`src/rtl/branch_predictor_table_if.sv`:
```
// Lookup/resolve bundle for branch_predictor_table.
// The master side belongs to the pipeline (IF drives the lookup index, EX
// drives resolved branches); the slave side belongs to the predictor table.
interface branch_predictor_table_if #(
  parameter int INDEX_BITS = 3,
  parameter int STAT_BITS  = 16
);
  logic [INDEX_BITS-1:0] LOOKUP_ADDR;
  logic                  PREDICT;
  logic                  UPDATE_VALID;
  logic [INDEX_BITS-1:0] UPDATE_ADDR;
  logic                  OUTCOME;
  logic                  PREDICTION;
  logic                  MISS;
  logic [INDEX_BITS-1:0] ADDR_W;
  logic [STAT_BITS-1:0]  BRANCH_COUNT;
  logic [STAT_BITS-1:0]  MISS_COUNT;

  modport master (
    output LOOKUP_ADDR, UPDATE_VALID, UPDATE_ADDR, OUTCOME, PREDICTION,
    input  PREDICT, MISS, ADDR_W, BRANCH_COUNT, MISS_COUNT
  );

  modport slave (
    input  LOOKUP_ADDR, UPDATE_VALID, UPDATE_ADDR, OUTCOME, PREDICTION,
    output PREDICT, MISS, ADDR_W, BRANCH_COUNT, MISS_COUNT
  );
endinterface

```
`src/rtl/branch_predictor_table.sv`:
```
// Direct-mapped table of saturating branch counters.
// Fetch reads a prediction combinationally; execute writes back resolved
// outcomes. A registered miss flag/index pair and saturating statistics
// counters report resolution results one cycle later.
module branch_predictor_table #(
  parameter int INDEX_BITS = 3,
  parameter int CTR_BITS   = 2,
  parameter int STAT_BITS  = 16
) (
  input  logic                      CLOCK,
  input  logic                      INIT,
  branch_predictor_table_if.slave   bus
);

  localparam int DEPTH       = 1 << INDEX_BITS;
  // Weakly-not-taken: MSB clear, all lower bits set (0 for a 1-bit counter).
  localparam int CTR_WNT_INT = (1 << (CTR_BITS - 1)) - 1;
  localparam logic [CTR_BITS-1:0]  CTR_WNT   = CTR_WNT_INT[CTR_BITS-1:0];
  localparam logic [CTR_BITS-1:0]  CTR_MAX   = {CTR_BITS{1'b1}};
  localparam logic [CTR_BITS-1:0]  CTR_ZERO  = {CTR_BITS{1'b0}};
  localparam logic [CTR_BITS-1:0]  CTR_ONE   = CTR_BITS'(1'b1);
  localparam logic [STAT_BITS-1:0] STAT_MAX  = {STAT_BITS{1'b1}};
  localparam logic [STAT_BITS-1:0] STAT_ZERO = {STAT_BITS{1'b0}};
  localparam logic [STAT_BITS-1:0] STAT_ONE  = STAT_BITS'(1'b1);
  localparam logic [INDEX_BITS-1:0] IDX_ZERO = {INDEX_BITS{1'b0}};

  // Move a counter one step toward the resolved direction, clamping at both ends.
  function automatic logic [CTR_BITS-1:0] ctr_step(
    input logic [CTR_BITS-1:0] cur,
    input logic                taken
  );
    logic [CTR_BITS-1:0] nxt;
    if (taken) begin
      if (cur == CTR_MAX) nxt = cur;
      else                nxt = cur + CTR_ONE;
    end else begin
      if (cur == CTR_ZERO) nxt = cur;
      else                 nxt = cur - CTR_ONE;
    end
    return nxt;
  endfunction

  // Statistics increment that sticks at all-ones instead of wrapping.
  function automatic logic [STAT_BITS-1:0] stat_inc(input logic [STAT_BITS-1:0] cur);
    logic [STAT_BITS-1:0] nxt;
    if (cur == STAT_MAX) nxt = cur;
    else                 nxt = cur + STAT_ONE;
    return nxt;
  endfunction

  logic [CTR_BITS-1:0]   table_r [DEPTH];
  logic                  miss_r;
  logic [INDEX_BITS-1:0] addr_w_r;
  logic [STAT_BITS-1:0]  branch_count_r;
  logic [STAT_BITS-1:0]  miss_count_r;

  logic                  mispredict_s;
  logic [CTR_BITS-1:0]   entry_next_s;
  logic [STAT_BITS-1:0]  branch_count_next_s;
  logic [STAT_BITS-1:0]  miss_count_next_s;

  // Next-state values for the entry being resolved and for the statistics.
  always_comb begin
    mispredict_s        = bus.OUTCOME ^ bus.PREDICTION;
    entry_next_s        = ctr_step(table_r[bus.UPDATE_ADDR], bus.OUTCOME);
    branch_count_next_s = branch_count_r;
    miss_count_next_s   = miss_count_r;
    if (bus.UPDATE_VALID) begin
      branch_count_next_s = stat_inc(branch_count_r);
      if (mispredict_s) begin
        miss_count_next_s = stat_inc(miss_count_r);
      end else begin
        miss_count_next_s = miss_count_r;
      end
    end else begin
      branch_count_next_s = branch_count_r;
      miss_count_next_s   = miss_count_r;
    end
  end

  // Counter table: INIT reloads every entry, a resolved branch trains one entry.
  always_ff @(posedge CLOCK) begin
    if (INIT) begin
      for (int i = 0; i < DEPTH; i++) begin
        table_r[i] <= CTR_WNT;
      end
    end else if (bus.UPDATE_VALID) begin
      table_r[bus.UPDATE_ADDR] <= entry_next_s;
    end
  end

  // Miss flag pulses for one cycle per resolution; index holds until the next one.
  always_ff @(posedge CLOCK) begin
    if (INIT) begin
      miss_r   <= 1'b0;
      addr_w_r <= IDX_ZERO;
    end else if (bus.UPDATE_VALID) begin
      miss_r   <= mispredict_s;
      addr_w_r <= bus.UPDATE_ADDR;
    end else begin
      miss_r   <= 1'b0;
      addr_w_r <= addr_w_r;
    end
  end

  // Branch and misprediction totals since the last INIT.
  always_ff @(posedge CLOCK) begin
    if (INIT) begin
      branch_count_r <= STAT_ZERO;
      miss_count_r   <= STAT_ZERO;
    end else begin
      branch_count_r <= branch_count_next_s;
      miss_count_r   <= miss_count_next_s;
    end
  end

  // Lookup is read straight from the table: no bypass of a same-cycle update.
  assign bus.PREDICT      = table_r[bus.LOOKUP_ADDR][CTR_BITS-1];
  assign bus.MISS         = miss_r;
  assign bus.ADDR_W       = addr_w_r;
  assign bus.BRANCH_COUNT = branch_count_r;
  assign bus.MISS_COUNT   = miss_count_r;

endmodule

```
`src/flat_wrapper.sv`:
```
// flat-port wrapper written by rule: the top's interface ports become plain ports
module branch_predictor_table_flat 
#(
  parameter int INDEX_BITS = 3,
  parameter int CTR_BITS   = 2,
  parameter int STAT_BITS  = 16
)
  (CLOCK, INIT, bus_LOOKUP_ADDR, bus_UPDATE_VALID, bus_UPDATE_ADDR, bus_OUTCOME, bus_PREDICTION, bus_PREDICT, bus_MISS, bus_ADDR_W, bus_BRANCH_COUNT, bus_MISS_COUNT);
  branch_predictor_table_if #(.INDEX_BITS(INDEX_BITS), .STAT_BITS(STAT_BITS)) bus_i ();
  input  logic CLOCK;
  input  logic INIT;
  input wire logic [$bits(bus_i.LOOKUP_ADDR)-1:0] bus_LOOKUP_ADDR;
  input wire logic [$bits(bus_i.UPDATE_VALID)-1:0] bus_UPDATE_VALID;
  input wire logic [$bits(bus_i.UPDATE_ADDR)-1:0] bus_UPDATE_ADDR;
  input wire logic [$bits(bus_i.OUTCOME)-1:0] bus_OUTCOME;
  input wire logic [$bits(bus_i.PREDICTION)-1:0] bus_PREDICTION;
  output wire logic [$bits(bus_i.PREDICT)-1:0] bus_PREDICT;
  output wire logic [$bits(bus_i.MISS)-1:0] bus_MISS;
  output wire logic [$bits(bus_i.ADDR_W)-1:0] bus_ADDR_W;
  output wire logic [$bits(bus_i.BRANCH_COUNT)-1:0] bus_BRANCH_COUNT;
  output wire logic [$bits(bus_i.MISS_COUNT)-1:0] bus_MISS_COUNT;
  assign bus_i.LOOKUP_ADDR = bus_LOOKUP_ADDR;
  assign bus_i.UPDATE_VALID = bus_UPDATE_VALID;
  assign bus_i.UPDATE_ADDR = bus_UPDATE_ADDR;
  assign bus_i.OUTCOME = bus_OUTCOME;
  assign bus_i.PREDICTION = bus_PREDICTION;
  assign bus_PREDICT = bus_i.PREDICT;
  assign bus_MISS = bus_i.MISS;
  assign bus_ADDR_W = bus_i.ADDR_W;
  assign bus_BRANCH_COUNT = bus_i.BRANCH_COUNT;
  assign bus_MISS_COUNT = bus_i.MISS_COUNT;
  branch_predictor_table #(.INDEX_BITS(INDEX_BITS), .CTR_BITS(CTR_BITS), .STAT_BITS(STAT_BITS)) u_core (.CLOCK(CLOCK), .INIT(INIT), .bus(bus_i));
endmodule
```
`config.mk`:
```
export PLATFORM = sky130hd
export DESIGN_NAME = branch_predictor_table_flat
export DESIGN_NICKNAME = d
export VERILOG_FILES = /design/src/rtl/branch_predictor_table_if.sv /design/src/rtl/branch_predictor_table.sv /design/src/flat_wrapper.sv
export SDC_FILE = /design/constraint.sdc
export NUM_CORES = 1
export LEC_CHECK = 0
export ABC_CLOCK_PERIOD_IN_PS = 4300
export CORE_UTILIZATION = 56
export DETAILED_ROUTE_END_ITERATION = 7
export PLACE_DENSITY = 0.85
export SYNTH_ARGS = -nofsm -noshare
export SYNTH_HDL_FRONTEND = slang
export SYNTH_SLANG_ARGS = --single-unit
```
`constraint.sdc`:
```
create_clock -name CLOCK -period 4.3 [get_ports CLOCK]
set_input_delay 0.86 -clock CLOCK [delete_from_list [all_inputs] [get_ports CLOCK]]
set_output_delay 0.86 -clock CLOCK [all_outputs]
set_load 0.01 [all_outputs]
```
==> key figures <==
Placed design
  • Number of port buffers: 47
  • Placer Congestion: about 0.85
  • Placed cell area: around 3200 um^2
  • DP HPWL: ~4100 um

Route
  • DRT iter0 DRCs: 194
  • Post-DRT Antenna Nets: 0
  • Initial DRT Pass Iterations: 8
  • WL final: 5620 um
  • Wirelength per Cell: ~15 um
  • DRC: 2
  • Total number of vias: roughly 2200
  • Vias/cell: approximately 6

Yosys
  • Synth Register Bits: 52
  • EDFF count, synth: 16
  • Synth area leader: dfxtp_1
  • Synth Area in Adders: around 1.4%
  • Largest family of logic cells by synthesized area: simple AND/OR/NAND/NOR gates
  • Largest cells by area after synthesis: dfxtp_1 (27%), edfxtp_1 (18%), nor2_1 (6.1%)
  • Post-Synth XOR/XNOR Area: under 10%
  • Mux cell area share after synthesis: between 8 and 9%
  • Post-synth top area share: between 20% and 30%
  • Synth cell types: about 50
  • Simple-gate portion of the synthesized area: ~29%
  • Cell Area, Synth: between 2000 and 3000 um^2
  • Syn Area/Cell: slightly below 10 um^2
  • Syn_nets: around 280
  • Synth Area in Compound Gates: between 5 and 6%
  • Synth Flop Type: dfxtp_1
  • Mapped Cells: 270
  • Synth warn: 0
  • Register area share after synthesis: between 40% and 50%
  • Async SR Flop Fraction: 0%

Worst setup path
  • CP peak stage delay: 0.53 ns
  • Critical R2R Launch: u_core.bus.MISS_COUNT[11]
  • Critical path endpoint category: primary output
  • CP dominant cell by count: clkdlybuf4s50_1
  • Crit. Startpoint: bus_LOOKUP_ADDR[0]
  • CP Data Arrival Time: between 2 and 3 ns
  • Crit Path Max Fanout: 2
  • CP startpoint kind: input port
  • CP Data Required Time: about 3.4 ns
  • Critical Path Slowest Stage Cell: clkdlybuf4s50_1
  • Critical-path cell list: clkdlybuf4s50_1, mux4_2, mux2_2, clkdlybuf4s50_1
  • CP Class: in2out
  • Internal reg-to-reg setup slack: 2.40 ns

GRT
  • Largest net degree at the start of global routing: 33
  • Initial antenna violation count: 0
  • Global-route wire length before repair: between 9000 and 10000 um
  • Vias in the first global route: 2044
  • Grt total ovfl: 0
  • Aggregate global-route resource usage: a little under a quarter

Timing
  • Max-slew headroom: between 40% and 50%
  • Setup_tns: 0 ns
  • Final hold viol count: 0
  • Final Max Slew Viols: 0
  • Minimum clock period: approximately 3.5 ns
  • Final period util: approximately four fifths
  • Slew @ Worst Pin: roughly 0.8 ns
  • Max Freq: about 0.29 GHz
  • Skew final: between 0.005 and 0.006 ns
  • # setup viols final: 0
  • RSZ-0062 raised after global routing: no

CTS
  • Root Buffer: clkbuf_8
  • Hold_buf cts: 0
  • CTS tree: built
  • Deepest clock path buffer count: 2
  • Worst-skew pair later-pin latency: around 0.3 ns
  • Post-CTS Setup Inserts: 0
  • Worst-path clk slew: ~0.080 ns
  • Num CTS Buffers: 5
  • CTS Sinks: 52
  • H-tree depth: 2
  • # resized after CTS: 0

Power
  • Maximum VDD drop: around 0.18 mV
  • Sw Ratio: a little under a quarter
  • Total power: a little under 900 uW
  • Power Dens Cells: 273 nW/um^2
  • Logic pwr share: a little over a tenth
  • Sequential Power Share: 59.4%
  • Internal power: 671 uW
  • Leakage: roughly 1 nW
  • Clock share of power: 30.0%
  • Switching pwr: around 210 uW

Die
  • Die Area: slightly above 5000 um^2
  • Starting Density: between 50% and 60%
  • Core box area: approximately 4400 um^2
  • Die height: 70.9 um
  • IO Count: 48
  • # rows: 24
  • Die Width: 70.9 um

Cells and area
  • Fillers: between 300 and 400
  • Ant. Diodes: 0
  • Design area: approximately 3200 um^2
  • Final net count: between 300 and 400
  • Seq. cell area: between 1000 and 1500 um^2
  • Share of layout cells above drive strength 1: about 9.2%
  • Footprint of the multi-input gates: ~1400 um^2
  • Most frequent cells in the layout: clkdlybuf4s50_1 (47), nor2_1 (43), dfxtp_1 (36)
  • Layout area overhead: 21.7%
  • Commonest non-fill, non-tap cell in the layout: clkdlybuf4s50_1

Outcome
  • Run status: complete, but fails checks
  • Failing checks: design-rule violations

Min path
  • Hold/Removal Path Class: reg2reg
  • Worst hold path startpoint: u_core.bus.ADDR_W[0]

Run
  • Max_cap viols: 0
[path summary, 6_finish.rpt]
path / end / depth (start not counted)
max: bus_PREDICT / 4
min: u_core.bus.ADDR_W[0] / 2
max reg2reg: u_core.bus.MISS_COUNT[9] / 5
min reg2reg: u_core.bus.ADDR_W[0] / 2
[layer usage]
metal / global-route usage [%] / share of wire (%) / up-vias / wire [um]
met5: 0 / 0 / - / 0
met4: 7.33 / 1.0 / 0 / 59
met3: 5.27 / 5.2 / 6 / 291
met2: 38.8 / 50 / 58 / 2800
met1: 31.2 / 44 / 1047 / 2470
li1: - / - / 1060 / -
[state kept, by name (all words and copies together) (netlist names)]
register                 flops
u_core.bus.ADDR_W            3
u_core.table_r              16
u_core.bus.MISS              1
u_core.bus.BRANCH_COUNT     16
u_core.bus.MISS_COUNT       16
[layout make-up]
| type | instances | share of cell area, % |
|---|---|---|
| flip-flops and latches | 52 | 37.2 |
| repair buffers | 48 | 14.8 |
| well taps | 52 | 2.01 |
| clock inverters | 3 | 0.426 |
| inverters | 3 | 0.348 |
| clock buffers | 5 | 2.13 |
| multi-input cells | 205 | 43.2 |
[Yosys cell counts, drive strengths merged, types with 2 or more instances]
cell type,instances
nand4,10
a211oi,2
inv,3
a21oi,10
or2,3
buf,5
nand2b,14
dfxtp,36
or3,2
nor2b,5
mux4,6
nand2,20
clkbuf,5
nor2,43
xnor2,18
nand3,18
mux2i,6
and4,6
xor2,5
mux2,2
edfxtp,16
nor3,11
nor4,5
o21ai,3
and3,2
o31ai,2
ha,2
[power by group through the flow]
stage | registers, mW | logic [mW] | clock network [mW]
floorplan | 0.535 | 0.0567 | 0
global placement | 0.534 | 0.0901 | 0
detailed placement | 0.535 | 0.0938 | 0
CTS | 0.524 | 0.0940 | 0.268
global route | 0.525 | 0.102 | 0.289
finish | 0.524 | 0.0934 | 0.264
[critical path: cells and delay by family]
kind,cells,cell delay [ns]
buffers and inverters,2,1.01
muxes,2,0.78
[through the flow]
step	utilization [%]	std cells	setup WS, ns	hold slack, ns
2_1_floorplan	-	270	1.83	0.481
3_3_place_gp	70.9	360	0.829	0.454
3_5_place_dp	70.9	360	0.794	0.459
4_1_cts	72.7	368	0.794	0.471
5_1_grt	72.7	368	0.745	0.502
6_report	72.7	368	0.795	0.469
[logic make-up after synthesis]
kind of cell,Yosys count
AOI/OAI and AO/OA,22
DFF,52
xor gates and xnor gates,23
muxes,14
buffers and inverters,13
adders and majority gates,3
and+or+nand+nor,143
No activity file was read; power rests on OpenSTA's default activity.
